$ cat src/rtl/di_fifo_terminal_pkg.sv
`default_nettype none
// ============================================================================
// Module      : di_fifo_terminal_pkg
// Description : Shared constants for the FIFO terminal: register offsets,
//               control/flag bit positions and read-handshake state encoding.
// Revision    : 1.0 - initial release
// ============================================================================
package di_fifo_terminal_pkg;

    // Register offsets on di_reg_addr
    localparam logic [31:0] c_REG_DATA  = 32'd0;
    localparam logic [31:0] c_REG_COUNT = 32'd1;
    localparam logic [31:0] c_REG_CTRL  = 32'd2;
    localparam logic [31:0] c_REG_FLAGS = 32'd3;

    // Control register bit: writing 1 flushes the FIFO
    localparam int c_CTRL_FLUSH = 0;

    // Flag bit positions inside the status / flags register
    localparam int c_FLAG_OVERFLOW  = 0;
    localparam int c_FLAG_UNDERFLOW = 1;

    // Read-handshake states
    localparam logic [0:0] c_RD_IDLE  = 1'b0;
    localparam logic [0:0] c_RD_FETCH = 1'b1;

    // Sticky per-transfer flags; packed so underflow lands on bit 1
    typedef struct packed {
        logic underflow;
        logic overflow;
    } term_flags_t;

endpackage : di_fifo_terminal_pkg
`default_nettype wire

$ cat src/rtl/di_fifo_ram.sv
`default_nettype none
// ============================================================================
// Module      : di_fifo_ram
// Description : Single-clock simple dual-port RAM with registered read.
//               A write colliding with the read address is forwarded so the
//               read port always returns the newest word.
// Revision    : 1.0 - initial release
// ============================================================================
module di_fifo_ram #(
    parameter int ADDR_W = 4,
    parameter int DATA_W = 16
) (
    input  logic              ifclk,
    input  logic              i_we,
    input  logic [ADDR_W-1:0] i_waddr,
    input  logic [DATA_W-1:0] i_wdata,
    input  logic [ADDR_W-1:0] i_raddr,
    output logic [DATA_W-1:0] o_rdata
);

    logic [DATA_W-1:0] r_mem [0:(2**ADDR_W)-1];
    logic [DATA_W-1:0] r_rdata;

    // Write port plus registered read with write-through on address collision
    always_ff @(posedge ifclk) begin
        if (i_we) begin
            r_mem[i_waddr] <= i_wdata;
        end
        r_rdata <= (i_we && (i_waddr == i_raddr)) ? i_wdata : r_mem[i_raddr];
    end

    assign o_rdata = r_rdata;

endmodule : di_fifo_ram
`default_nettype wire

$ cat src/rtl/di_fifo_terminal.sv
`default_nettype none
// ============================================================================
// Module      : di_fifo_terminal
// Description : HostInterface terminal exposing a 16-bit FIFO with count,
//               flush control and sticky overflow/underflow flags. Reads use
//               a two-cycle req -> rdy handshake with registered data.
// Revision    : 1.0 - initial release
// ============================================================================
module di_fifo_terminal
    import di_fifo_terminal_pkg::*;
#(
    parameter logic [15:0] TERM_ADDR  = 16'h0010,
    parameter int          DEPTH_LOG2 = 4
) (
    input  logic        ifclk,
    input  logic        resetb,
    input  logic [15:0] di_term_addr,
    input  logic [31:0] di_reg_addr,
    input  logic        di_read_mode,
    input  logic        di_write_mode,
    input  logic        di_read_req,
    input  logic        di_read,
    input  logic        di_write,
    input  logic [15:0] di_reg_datai,
    output logic [15:0] di_reg_datao,
    output logic        di_read_rdy,
    output logic        di_write_rdy,
    output logic [15:0] di_transfer_status
);

    localparam int                  c_DEPTH      = 2**DEPTH_LOG2;
    localparam logic [DEPTH_LOG2:0] c_FULL_COUNT = (DEPTH_LOG2+1)'(c_DEPTH);

    logic                  w_sel, w_addr_data, w_full, w_empty;
    logic                  w_write, w_read, w_push, w_pop, w_flush;
    logic                  w_overflow, w_underflow, w_mode_rise, w_load;
    logic [DEPTH_LOG2-1:0] r_wr_ptr, r_rd_ptr, w_rd_ptr_nxt;
    logic [DEPTH_LOG2:0]   r_count;
    logic                  r_pres_valid;
    logic                  r_read_mode_q, r_write_mode_q;
    term_flags_t           r_flags, w_flags_nxt;
    logic [0:0]            r_rd_state, w_rd_state_nxt;
    logic [15:0]           r_datao, w_load_data, w_ram_rdata;

    assign w_sel       = (di_term_addr == TERM_ADDR);
    assign w_addr_data = (di_reg_addr == c_REG_DATA);
    assign w_full      = (r_count == c_FULL_COUNT);
    assign w_empty     = (r_count == '0);

    // Write strobe wins when both strobes arrive together
    assign w_write     = w_sel && di_write;
    assign w_read      = w_sel && di_read && !di_write;
    assign w_push      = w_write && w_addr_data && !w_full;
    assign w_overflow  = w_write && w_addr_data && w_full;
    assign w_flush     = w_write && (di_reg_addr == c_REG_CTRL) && di_reg_datai[c_CTRL_FLUSH];
    assign w_pop       = w_read && w_addr_data && r_pres_valid;
    assign w_underflow = w_read && w_addr_data && !r_pres_valid;
    assign w_mode_rise = w_sel && ((di_read_mode && !r_read_mode_q) ||
                                   (di_write_mode && !r_write_mode_q));

    // RAM reads the pointer the next cycle will hold, so its output always tracks the head
    assign w_rd_ptr_nxt = w_flush ? '0 : (w_pop ? r_rd_ptr + 1'b1 : r_rd_ptr);

    di_fifo_ram #(
        .ADDR_W (DEPTH_LOG2),
        .DATA_W (16)
    ) u_ram (
        .ifclk   (ifclk),
        .i_we    (w_push),
        .i_waddr (r_wr_ptr),
        .i_wdata (di_reg_datai),
        .i_raddr (w_rd_ptr_nxt),
        .o_rdata (w_ram_rdata)
    );

    // Read-handshake state register
    always_ff @(posedge ifclk) begin
        if (!resetb) begin
            r_rd_state <= c_RD_IDLE;
        end else begin
            r_rd_state <= w_rd_state_nxt;
        end
    end

    // Next state: a request starts a fetch that completes once data can be presented
    always_comb begin
        w_rd_state_nxt = r_rd_state;
        case (r_rd_state)
            c_RD_IDLE:  if (w_sel && di_read_req) w_rd_state_nxt = c_RD_FETCH;
            c_RD_FETCH: if (w_load)               w_rd_state_nxt = c_RD_IDLE;
            default:                              w_rd_state_nxt = c_RD_IDLE;
        endcase
    end

    // Handshake outputs: load waits for a stable, non-empty head on the data register
    always_comb begin
        w_load      = (r_rd_state == c_RD_FETCH) &&
                      (!w_addr_data || (!w_empty && !w_pop && !w_flush));
        di_read_rdy = !w_sel || ((r_rd_state == c_RD_IDLE) && !di_read_req);
    end

    // Select the value presented for the addressed register
    always_comb begin
        w_load_data = 16'h0000;
        case (di_reg_addr)
            c_REG_DATA:  w_load_data = w_ram_rdata;
            c_REG_COUNT: w_load_data = 16'(r_count);
            c_REG_FLAGS: w_load_data = {14'b0, r_flags};
            default:     w_load_data = 16'h0000;
        endcase
    end

    // Sticky flags restart at the start of each transfer; a same-cycle event still sticks
    always_comb begin
        w_flags_nxt           = w_mode_rise ? '0 : r_flags;
        w_flags_nxt.overflow  = w_flags_nxt.overflow  | w_overflow;
        w_flags_nxt.underflow = w_flags_nxt.underflow | w_underflow;
    end

    // FIFO pointers, occupancy, presented word and flags
    always_ff @(posedge ifclk) begin
        if (!resetb) begin
            r_wr_ptr       <= '0;
            r_rd_ptr       <= '0;
            r_count        <= '0;
            r_pres_valid   <= 1'b0;
            r_flags        <= '0;
            r_datao        <= 16'h0000;
            r_read_mode_q  <= 1'b0;
            r_write_mode_q <= 1'b0;
        end else begin
            r_read_mode_q  <= di_read_mode;
            r_write_mode_q <= di_write_mode;
            r_flags        <= w_flags_nxt;
            r_rd_ptr       <= w_rd_ptr_nxt;
            if (w_flush) begin
                r_wr_ptr <= '0;
                r_count  <= '0;
            end else if (w_push) begin
                r_wr_ptr <= r_wr_ptr + 1'b1;
                r_count  <= r_count + 1'b1;
            end else if (w_pop) begin
                r_count  <= r_count - 1'b1;
            end
            if (w_load) begin
                r_datao <= w_load_data;
            end
            if (w_flush || w_pop) begin
                r_pres_valid <= 1'b0;
            end else if (w_load) begin
                r_pres_valid <= w_addr_data;
            end
        end
    end

    assign di_reg_datao       = r_datao;
    assign di_write_rdy       = !w_sel || !w_addr_data || !w_full;
    assign di_transfer_status = w_sel ? {14'b0, r_flags} : 16'h0000;

endmodule : di_fifo_terminal
`default_nettype wire
$ cat config.mk
export PLATFORM = sky130hd
export DESIGN_NAME = di_fifo_terminal
export DESIGN_NICKNAME = d
export VERILOG_FILES = /design/src/rtl/di_fifo_terminal_pkg.sv /design/src/rtl/di_fifo_ram.sv /design/src/rtl/di_fifo_terminal.sv
export SDC_FILE = /design/constraint.sdc
export NUM_CORES = 1
export LEC_CHECK = 0
export CELL_PAD_IN_SITES_DETAIL_PLACEMENT = 2
export CELL_PAD_IN_SITES_GLOBAL_PLACEMENT = 2
export CORE_ASPECT_RATIO = 1.25
export CORE_MARGIN = 4
export CORE_UTILIZATION = 34
export DETAILED_ROUTE_END_ITERATION = 16
export PLACE_DENSITY = 0.76
export SLEW_MARGIN = 20
export SYNTH_ARGS = -nofsm -noshare
export SYNTH_HDL_FRONTEND = slang
export SYNTH_HIERARCHICAL = 1
export SYNTH_SLANG_ARGS = --single-unit
$ cat constraint.sdc
create_clock -name ifclk -period 6.73 [get_ports ifclk]
set_input_delay 1.346 -clock ifclk [delete_from_list [all_inputs] [get_ports ifclk]]
set_output_delay 1.346 -clock ifclk [all_outputs]
set_load 0.05 [all_outputs]
* Word-level counts from Yosys, hierarchy flattened
Memory sizes are Yosys's and may differ from the RTL's. A register that Yosys moved wholly into a read port is not among the register bits.
Index checks and enable logic that the tools add are counted.
** Operators by class
- $add $sub $neg :: 4
- Equality and inequality tests :: 5
- Mux-type cells :: 12
- Bitwise logic cells :: 4
- Reductions and logical operators :: 41
** Operator list (count)
- $eq 32x2->1 const B :: 2
- $pmux 16 s3 :: 1
- $eq 32x1->1 const B :: 1
- $logic_not 32->1 :: 1
- $logic_and 1x1->1 :: 19
- $eq 16x5->1 const B :: 1
- $logic_not 1->1 :: 11
- $mux 5 :: 2
- $add 4x1->4 const B :: 2
- $mux 4 :: 2
- $logic_or 1x1->1 :: 6
- $add 5x1->5 const B :: 1
- $eq 5x5->1 const B :: 1
- $logic_not 5->1 :: 1
- $sub 5x1->5 const B :: 1
- $mux 1 :: 4
- $mux 2 :: 2
- $reduce_or 2->1 :: 2
- $not 1->1 :: 2
- $or 1x1->1 :: 2
- $pmux 1 s2 :: 1
- $reduce_bool 2->1 :: 1
** Storage, ports and cells
- Register bits after elaboration :: 35
- Bits in writable memories :: 256
- Bits of input ports :: 71
- Output and inout port bits :: 34
- Logic and storage cells :: 77
- Memories kept :: 1
** Memories
- u_ram.r_mem :: depth 16, bits a word 16, rd ports 1, clocked after Yosys merged registers in 1, wr ports 1, line di_fifo_ram.sv:21 : logic [DATA_W-1:0] r_mem [0:(2**ADDR_W)-1];

* Depth between registers and ports, before layout
- Depth in word-level cells :: 12
- Mapped depth :: 11
- Mapped depth without buffers :: 10

* Modules after synthesis
The synthesis kept the hierarchy.
** Modules (own cells, without submodules)
- di_fifo_ram :: times used 1, cells each 420, area each 9803.2 µm², sequential area each 7767.4 µm²
- di_fifo_terminal :: times used 1, cells each 223, area each 2004.4 µm², sequential area each 700.7 µm²

* Worst setup path before layout
Ideal clock, no wire load.
- Path kind :: input-to-reg
- Start :: input di_term_addr[10]
- End :: memory u_ram.r_mem[0][0], enable pin
- Setup time :: 0.409 ns
- Data arrival time :: 4.082 ns
- Required time :: 6.321 ns
- Slack :: 2.239 ns
- Cell stages on the path :: 8
- Buffers on the path :: 1
- Cells stage by stage :: nor4_1 -> and4_1 -> buf_4 -> and2_1 -> nand2_1 -> inv_1 -> or3b_2 -> nor3_1
** Between the ends
- Word-level cells in the longest chain between the ends :: 6
** RTL lines
- start, declared :: line di_fifo_terminal.sv:17 : input logic [15:0] di_term_addr,
- $eq 16x5->1 :: line di_fifo_terminal.sv:45 : assign w_sel = (di_term_addr == TERM_ADDR);
- $logic_and 1x1->1 :: line di_fifo_terminal.sv:51 : assign w_write = w_sel && di_write;
- $logic_and 1x1->1 (2 in series) :: line di_fifo_terminal.sv:53 : assign w_push = w_write && w_addr_data && !w_full;
- named net w_push :: line di_fifo_terminal.sv:35 : logic w_write, w_read, w_push, w_pop, w_flush;
- $mux 1 :: line di_fifo_ram.sv:26 : if (i_we) begin
- $mux 1 (implied by the code) :: line di_fifo_ram.sv:27 : r_mem[i_waddr] <= i_wdata;
- end, declared :: line di_fifo_ram.sv:21
The timed path passes the listed nets, and every way through them passes these cells.

* Worst setup path after layout
- Start :: input di_reg_addr[18]
- End :: output di_write_rdy
** Between the ends
- Word-level cells in the longest chain between the ends :: 4
** RTL lines
- start, declared :: line di_fifo_terminal.sv:18 : input logic [31:0] di_reg_addr,
- $logic_not 32->1 :: line di_fifo_terminal.sv:46 : assign w_addr_data = (di_reg_addr == c_REG_DATA);
- $logic_not 1->1 :: line di_fifo_terminal.sv:157 : assign di_write_rdy = !w_sel || !w_addr_data || !w_full;
- $logic_or 1x1->1 (2 in series) :: line di_fifo_terminal.sv:157
- end, declared :: line di_fifo_terminal.sv:27 : output logic di_write_rdy,
No other way between the ends.

==> reports/metrics.yaml <==
sta:
  finClkSkew_ps: 17.5
  tightest_slew_ps: 1100
  tns_ps: 0
  relSlewSlack: 0.264
  clock.fmax_mhz: 198
  period_minus_slack_ps: 5060
  whs_ps: 462
  final_max_slew_viol_count: 0
  setup_viol: 0
  rsz0062_at_grt: "no"
  hold_viol: 0
  fin_crit_sh: 0.752
power_and_ir_drop:
  leakage_nw: 4.46
  peakVddDrop_mv: 0.195
  p_per_area_nw_per_um2: 254
synth:
  synth_edf_count: 256
  netlist_area_um2: 11800
  synth_flop_cell: "edfxtp_1"
  yosys.area.top_type: "edfxtp_1"
  synth.distinct_cells: 53
  yosysWarnings: 6
  yosysSeqAreaShare: 0.717
  synth_seq_cells: 295
  synth_area_per_cell_um2: 18.4
  synth_top_area_frac: 0.651
  synthArstFlopShare: 0
  synth.top_cells.by_area: "edfxtp_1 65%, mux4_2 10%, dfxtp_1 6.6%, mux4_1 2.2%, a22oi_1 2.0%"
  synth_cells: 643
min_path:
  min_from: "di_reg_datao[2]"
  hold_path_depth: 2
  min_to: "di_reg_datao[2]"
  hold_class: "reg2reg"
critical_path:
  critPathTopFamily: "buffers and inverters"
  required_ps: 5380
  rr_endpoint: "u_ram/r_mem[8][6]"
  setup.worst_path.end_class: "primary output"
  path_buf_inv: 2
  cpPeakStageDelay_ps: 750
  worstPathArrival_ps: 3710
  path_max_fanout: 7
  crit_type: "in2out"
  crit_slowest_cell: "clkdlybuf4s50_1"
  path_cells: "clkdlybuf4s50_1 -> nor4_2 -> nand4_1 -> nor2_1 -> nand4_1 -> clkdlybuf4s50_1"
  r2r_start: "r_count[0]"
  cp-start-kind: "input pin"
  worst_r2r_path_depth: 8
  worst-r2r-setup-slack_ps: 3520
flow_run:
  cap_viol_max_count: 0
route:
  met2WireLength_um: 16400
  via_count: 6534
  met3_length_um: 2040
  drt_iter0_drc: 475
  ant_nets: 0
  drt-pass1-iter-count: 6
  maxUsedRoutingLayer: "met4"
  avgViaCountPerCell: 5.26
  wirelength_um: 31700
  post_drt_wl_per_cell_um: 25.5
  drcViolationCount: 0
  wl_met1_um: 12800
clocking:
  cts_hold_buf: 0
  postCtsSetupBuffers: 0
  cts_buffer_depth: 3
  cts_tree: "done"
  cts_made_buffers: 29
  post_cts_resize_count: 0
  clk_pin_slew_ps: 60
  cts-root-buf: "clkbuf_16"
  htreeDepth: 1
  insertion_delay_ps: 540
  clkSinkCount: 295
grt:
  grt_start_max_net_pins: 65
  track_usage: 0.166
  grt_pass1_wl_um: 47900
  antenna_found_initial: 0
  grt-ovfl-total: 0
  grt_pass1_vias: 7142
placed_design:
  dp_hpwl_um: 20600
  place_area_um2: 13300
  port_buffers: 90
  gp_congestion: 0.752
die:
  start_util: 0.343
  coreArea_um2: 34400
  dieHeight_um: 216
  std_cell_rows: 76
  die-area_um2: 37800
  die_x_um: 175
  num_io_pins: 105
final_layout:
  final_common_cell: "edfxtp_1"
  syn_to_final_growth_pct: 20.0
  design_area_um2: 14200
  drive_above_1_share: 0.200
  layout.cells.most_common_list: "256 x edfxtp_1, 90 x clkdlybuf4s50_1, 54 x mux4_2"
  final_net_count: 829
run_status:
  outcome: "finished, final reports clean"
==> through the flow <==
step                setup WS [ps]  utilization  std cells  total power, mW
floorplan                    2240            -        656             2.06
global placement             1670        0.385       1189             2.12
detailed placement           1560        0.385       1189             2.12
CTS                          1650        0.411       1242             3.64
global route                 1480        0.412       1242             3.74
finish                       1670        0.412       1243             3.60
==> power breakdown <==
part           switching [mW]  internal, mW  total, mW
clock network           0.670         0.845       1.52
registers            0.000167          1.98       1.98
logic                  0.0574        0.0408     0.0982
==> area by class of cell <==
class | instances | area, µm²
Sequential cell | 295 | 8470
Fill cell | 3327 | 20300
Clock inverter | 13 | 70.1
Tap cell | 468 | 586
Timing Repair Buffer | 108 | 1040
Clock buffer | 40 | 817
Multi-Input combinational cell | 310 | 3160
Inverter | 8 | 30.0
Antenna cell | 1 | 2.50
==> worst min-delay path, cell delays in order (launching register included) <==
cell     delay [ps]
dfxtp_1         310
nand2_1          50
mux2i_1          50
==> flip-flops by register name (all words and copies together) (netlist names), named ones only <==
| name | flops |
|---|---|
| r_count | 5 |
| r_write_mode_q | 1 |
| r_rd_state | 1 |
| di_reg_datao | 16 |
| u_ram/r_mem | 256 |
| r_read_mode_q | 1 |
| r_flags | 2 |
| r_rd_ptr | 4 |
| r_pres_valid | 1 |
| r_wr_ptr | 4 |
==> synth_stat cells (11+ instances only) <==
library cell,count
a22o_1,14
a21oi_1,23
clkbuf_1,13
a22oi_1,32
dfxtp_1,39
edfxtp_1,256
nand2_1,29
nand3_1,11
nor2_1,20
buf_4,19
o21ai_0,12
mux4_2,54
==> worst max-delay path by stage <==
stage	start	cells after the start	slack, ps	end
3_3_place_gp	di_reg_addr[18]	6	1670	di_write_rdy
3_5_place_dp	di_term_addr[9]	8	1560	u_ram/r_mem[1][6]
4_1_cts	di_reg_addr[20]	6	1650	di_write_rdy
6_report	di_reg_addr[18]	6	1670	di_write_rdy
5_1_grt	di_reg_addr[15]	6	1480	di_write_rdy
2_1_floorplan	di_term_addr[10]	8	2240	u_ram/r_mem[0][0]
==> logic make-up after synthesis <==
logic type | after synthesis | share of synthesized area
XOR/XNOR | 2 | 0.00148
multiplexers | 75 | 0.135
adder cells (fa/ha/maj) | 6 | 0.00699
flip-flops | 295 | 0.717
AND/OR/NAND/NOR | 122 | 0.0611
AO/OA/AOI/OAI | 91 | 0.0527
other | 1 | 0.000318
buffers and inverters | 51 | 0.0251
==> per-layer routing <==
metal	vias up	track usage
met5	-	0
met4	0	0.0322
met3	36	0.0284
met2	215	0.299
met1	3445	0.213
li1	2838	-
Power figures use the tool's default switching activity.
==> variant 1 (same flow settings) <==
Register the output `di_transfer_status`; this adds one clock of latency there. The other outputs are not delayed to match.
--- a/src/rtl/di_fifo_terminal.sv
+++ b/src/rtl/di_fifo_terminal.sv
@@ -156,5 +156,7 @@
     assign di_reg_datao       = r_datao;
     assign di_write_rdy       = !w_sel || !w_addr_data || !w_full;
-    assign di_transfer_status = w_sel ? {14'b0, r_flags} : 16'h0000;
+    always_ff @(posedge ifclk) begin
+        di_transfer_status <= w_sel ? {14'b0, r_flags} : 16'h0000;
+    end
 
 endmodule : di_fifo_terminal
Function: changed (a bounded check fails within 4 cycles, from zero or initial values and one cycle with resetb low).
==> variant 1 against the original RTL <==
Final cell count hardly changed; first-iteration DRC count is 18% higher; design area is 1.1% higher; setup slack better by 0.032 ns; worst hold slack better by 0.0010 ns; synthesized cell count is 0.16% higher; maximum frequency is 0.63% higher; routed wire length is 5.4% higher; area after synthesis is 0.84% higher; total power is 3.9% higher; sequential cell count is 2 higher.
==> variant 1: results (changes against the original RTL) <==
Run status
  – Status: complete, no violations

Global route
  – M1 GR Usage: 22.29% (+0.96 points)
  – Global Route Usage Sum: 17.60% (+0.96 points)
  – First-pass GRT wire length: 50070 um (+4.6%)
  – Met3 global-route usage: 3.075% (+0.23 points)
  – Number of global-route vias before repair: 7359 (+3.0%)

Routing
  – Top routing layer in use: met4
  – Routed wl met3: 1965 um (-3.9%)
  – Detailed route wirelength on metal2: 16960 um (+3.6%)
  – DR iter-0 viols: 559 (+18%)
  – DRT Pass-1 Iters: 5 (-1)
  – Vias/cell: 5.355 (+1.9%)
  – Metal-1 WL: 13530 um (+6.1%)
  – Total wire length: 33460 um (+5.4%)

Placement
  – HPWL Detailed: 21300 um (+3.6%)
  – DP Area: 0.01335 mm^2 (+0.66%)
  – Placement Setup Slack: 1.539 ns (-0.02545 ns)

Clock network
  – Clk Tree Root Cell: clkbuf_16
  – Number of cells upsized or downsized after cts: 0 (unchanged)

Worst setup path
  – R2R Setup Slk: 3.32 ns (-0.20 ns)
  – R2R cell count: 7 (-1)
  – Crit path launch: di_reg_addr[28]
  – Worst reg2reg path endpoint: u_ram/r_mem[3][7]$_DFFE_PP_
  – FF-to-FF Start: r_count[0]$_SDFFE_PP0P_
  – Crit path arrival time: 3.68 ns (-0.03 ns)

Logic synthesis
  – Most frequent cells after synthesis: 256 x edfxtp_1, 54 x mux4_2, 41 x dfxtp_1, 32 x a22oi_1, 28 x nand2_1
  – Largest family of logic cells by synthesized area: multiplexers
  – Post-synthesis compound-gate area fraction: 5.328% (+0.061 points)
  – FFs w/ async S/R, synth: 0% (unchanged)
  – XOR/XNOR Fraction of Synth Area: 0.1471% (-0.0012 points)
  – Unique cell type count in the Yosys netlist: 55 (+3.8%)
  – Largest cells by area after synthesis: edfxtp_1 65%, mux4_2 10%, dfxtp_1 6.9%
  – Register area share after synthesis: 71.46% (-0.26 points)
  – Adder-cell share of the synthesized area: 0.6936% (-0.0058 points)
  – Mux contribution to synthesized area: 13.40% (-0.11 points)
  – Number of standard cells after synthesis: 644 (+0.16%)

Pwr
  – P_leak: 0.004530 uW (+1.6%)
  – Peak supply drop: 0.0002402 V (+23%)

Layout
  – Diodes inserted: 0 (-1)
  – Ratio of cells with drive above 1 in the final layout: 20.62% (+0.59 points)
  – NumNets Final: 830 (+0.12%)

Floorplan
  – Die footprint: 0.03810 mm^2 (+0.80%)

Timing
  – Relative slew slack: 24.66% (-1.8 points)
  – WHS: 0.4630 ns (+0.001038 ns)
  – Min cycle time layout: 5.029 ns (-0.03188 ns)
[variant 1: cell count changes after synthesis, sizes merged, moves of 2 or more]
| cell | change |
|---|---|
| dfxtp | +2 |
| buf | +2 |
| and4 | +2 |
| clkbuf | -3 |
[variant 1: worst max-delay path, stage by stage]
cell and delay [ns]:
clkdlybuf4s50_1 0.41, nor4_2 0.38, nand4_1 0.24, nor2_1 0.40, nand4_1 0.17, clkdlybuf4s50_1 0.74
[variant 1: power by group]
part / switching, uW / internal [uW]
logic: 59.4 / 40.7
clock network: 694 / 950
registers: 0.157 / 2000
total: 754 / 2990
[variant 1: cell type report]
type,instances,area (um^2)
Clock buffer,37,795.8
Timing Repair Buffer,107,1028
Fill cell,3263,20180
Sequential cell,297,8513
Inverter,7,26.28
Multi-Input combinational cell,311,3216
Tap cell,468,585.6
Clock inverter,17,168.9
==> variant 2 (same settings) <==
Made on the original files. The parameter `DEPTH_LOG2` goes from 4 to 5.
--- a/src/rtl/di_fifo_terminal.sv
+++ b/src/rtl/di_fifo_terminal.sv
@@ -11,5 +11,5 @@
 #(
     parameter logic [15:0] TERM_ADDR  = 16'h0010,
-    parameter int          DEPTH_LOG2 = 4
+    parameter int          DEPTH_LOG2 = 5
 ) (
     input  logic        ifclk,
Function: same outputs for any inputs over 4 cycles, from zero or initial values and one cycle with resetb low; that may be too few to reach the edited logic, so the function may still have changed.
==> variant 2 against the original RTL <==
Area after synthesis rose by 91%; routed wire length rose by 120%; sequential power rose by 90%; clock power rose by 95%; worst hold slack improved by 0.033 ns; sequential cell count rose by 260; design area rose by 84%; non-clock buffer count rose by 48; count of clock-buffer cells in the layout rose by 18; global-route usage rose by 2.7 points; total power rose by 91%; setup slack got worse by 0.19 ns; maximum frequency fell by 3.6%; combinational power rose by 46%.
==> variant 2: results (changes against the original RTL) <==
Logic synthesis
  – Adder-cell share of the synthesized area: 0.4218% (-0.28 points)
  – XOR/XNOR Fraction of Synth Area: 0.1943% (+0.046 points)
  – Unique cell type count in the Yosys netlist: 61 (+15%)
  – Largest cells by area after synthesis: edfxtp_1 68%, mux2i_1 12%, dfxtp_1 3.8%
  – EDFF count, synth: 512 (+100%)
  – Mux contribution to synthesized area: 12.02% (-1.5 points)
  – Syn_area_per_cell: 16.45 um^2 (-10%)
  – Post-synthesis compound-gate area fraction: 6.328% (+1.1 points)
  – Register area share after synthesis: 72.02% (+0.31 points)

Routing
  – Post-DR wirelength/cell: 28.95 um (+13%)
  – Vias/cell: 5.448 (+3.6%)
  – DR iter-0 viols: 1093 (+130%)
  – DRT Pass-1 Iters: 5 (-1)

Pwr
  – Switching part of the total: 20.39% (+0.16 points)
  – Peak supply drop: 0.0002034 V (+4.3%)
  – P_leak: 0.007894 uW (+77%)

Global route
  – Largest net degree at the start of global routing: 106 (+63%)
  – First-pass GRT wire length: 101800 um (+110%)
  – Number of global-route vias before repair: 14560 (+100%)

Layout
  – Max reg flops: 512 (+100%)
  – Ratio of cells with drive above 1 in the final layout: 11.78% (-8.2 points)
  – Diodes inserted: 0 (-1)
  – NumNets Final: 1583 (+91%)
  – Filler cell count: 6435 (+93%)

Run status
  – Status: complete, no violations

Placement
  – Placement Setup Slack: 1.212 ns (-0.3527 ns)
  – Dpl cells: 2306 (+94%)
  – HPWL Detailed: 42650 um (+110%)

Clock network
  – Clock Latency Late Sink: 0.59 ns (+0.05 ns)
  – TritonCTS buffer count: 53 (+83%)
  – H-tree depth: 2 (+1)

Timing
  – Worst slew pin tran: 1.077 ns (-0.02498 ns)

Worst setup path
  – Crit path arrival time: 3.91 ns (+0.20 ns)
==> variant 2: cell types whose count changed after synthesis, sizes merged, moves of 16 or more <==
cell / delta
mux2i: +259
edfxtp: +256
mux4: -64
buf: +45
a22oi: +32
nand3: +32
a21oi: +28
a22o: +28
nor2: +28
a31oi: +16
nand2: +16
nor3: +16
==> variant 2: power by group through the flow <==
stage                     sequential [uW]  clock [uW]  combinational, uW
after CTS                            3760        3030                144
after global routing                 3760        3180                151
after floorplan                      3840           0               35.2
after detailed placement             3840           0                143
after global placement               3840           0                135
final                                3760        2970                143
==> variant 2: worst max-delay path: stages <==
cell and delay (ns):
clkdlybuf4s50_1 0.41, nor4_1 0.30, nand4_1 0.47, nor4_1 0.41, buf_4 0.19, nand2_1 0.07
clkdlybuf4s50_1 0.70
==> variant 2: path summary, 6_finish.rpt <==
kind	from	endpoint	slack, ns	cells past startpoint
max reg2reg	register	di_reg_datao[2]$_SDFFE_PN0P_	3.14	9
min	di_reg_datao[5]$_SDFFE_PN0P_	di_reg_datao[5]$_SDFFE_PN0P_	0.49	2
max	di_reg_addr[28]	di_write_rdy	1.48	7
min reg2reg	di_reg_datao[5]$_SDFFE_PN0P_	di_reg_datao[5]$_SDFFE_PN0P_	0.49	2
==> variant 2: logic make-up (layout without fill, tap and decap cells) <==
logic type	Yosys count	after routing
fa+ha+maj	7	7
other cells	1	14
mux	270	270
buf+inv	95	257
flops	555	555
compound gates	202	202
simple gates	235	235
xor+xnor	5	5
==> variant 2: through the flow <==
stage	total power (uW)	cell area [um^2]
6_report	6872	26070
5_1_grt	7086	26070
4_1_cts	6932	26080
3_5_place_dp	3979	24400
3_3_place_gp	3970	24410
2_1_floorplan	3872	22590
==> variant 2: final cells by class <==
cell class | instances | area [um^2] | share of cell area, %
clock buffer | 58 | 1345 | 5.159
clock inverter | 37 | 329.1 | 1.262
inverter | 6 | 22.52 | 0.08638
multi-input combinational | 733 | 5667 | 21.73
sequential | 555 | 16240 | 62.29
tap | 856 | 1071 | 4.108
timing repair buffer | 156 | 1399 | 5.365
==> variant 2: per-layer routing <==
metal	vias up	GRT usage, %	wire [um]
met2	396	34.95	36480
met1	6924	23.56	27170
li1	5642	-	-
met5	-	0	0
met3	119	2.567	2986
met4	0	7.633	2874
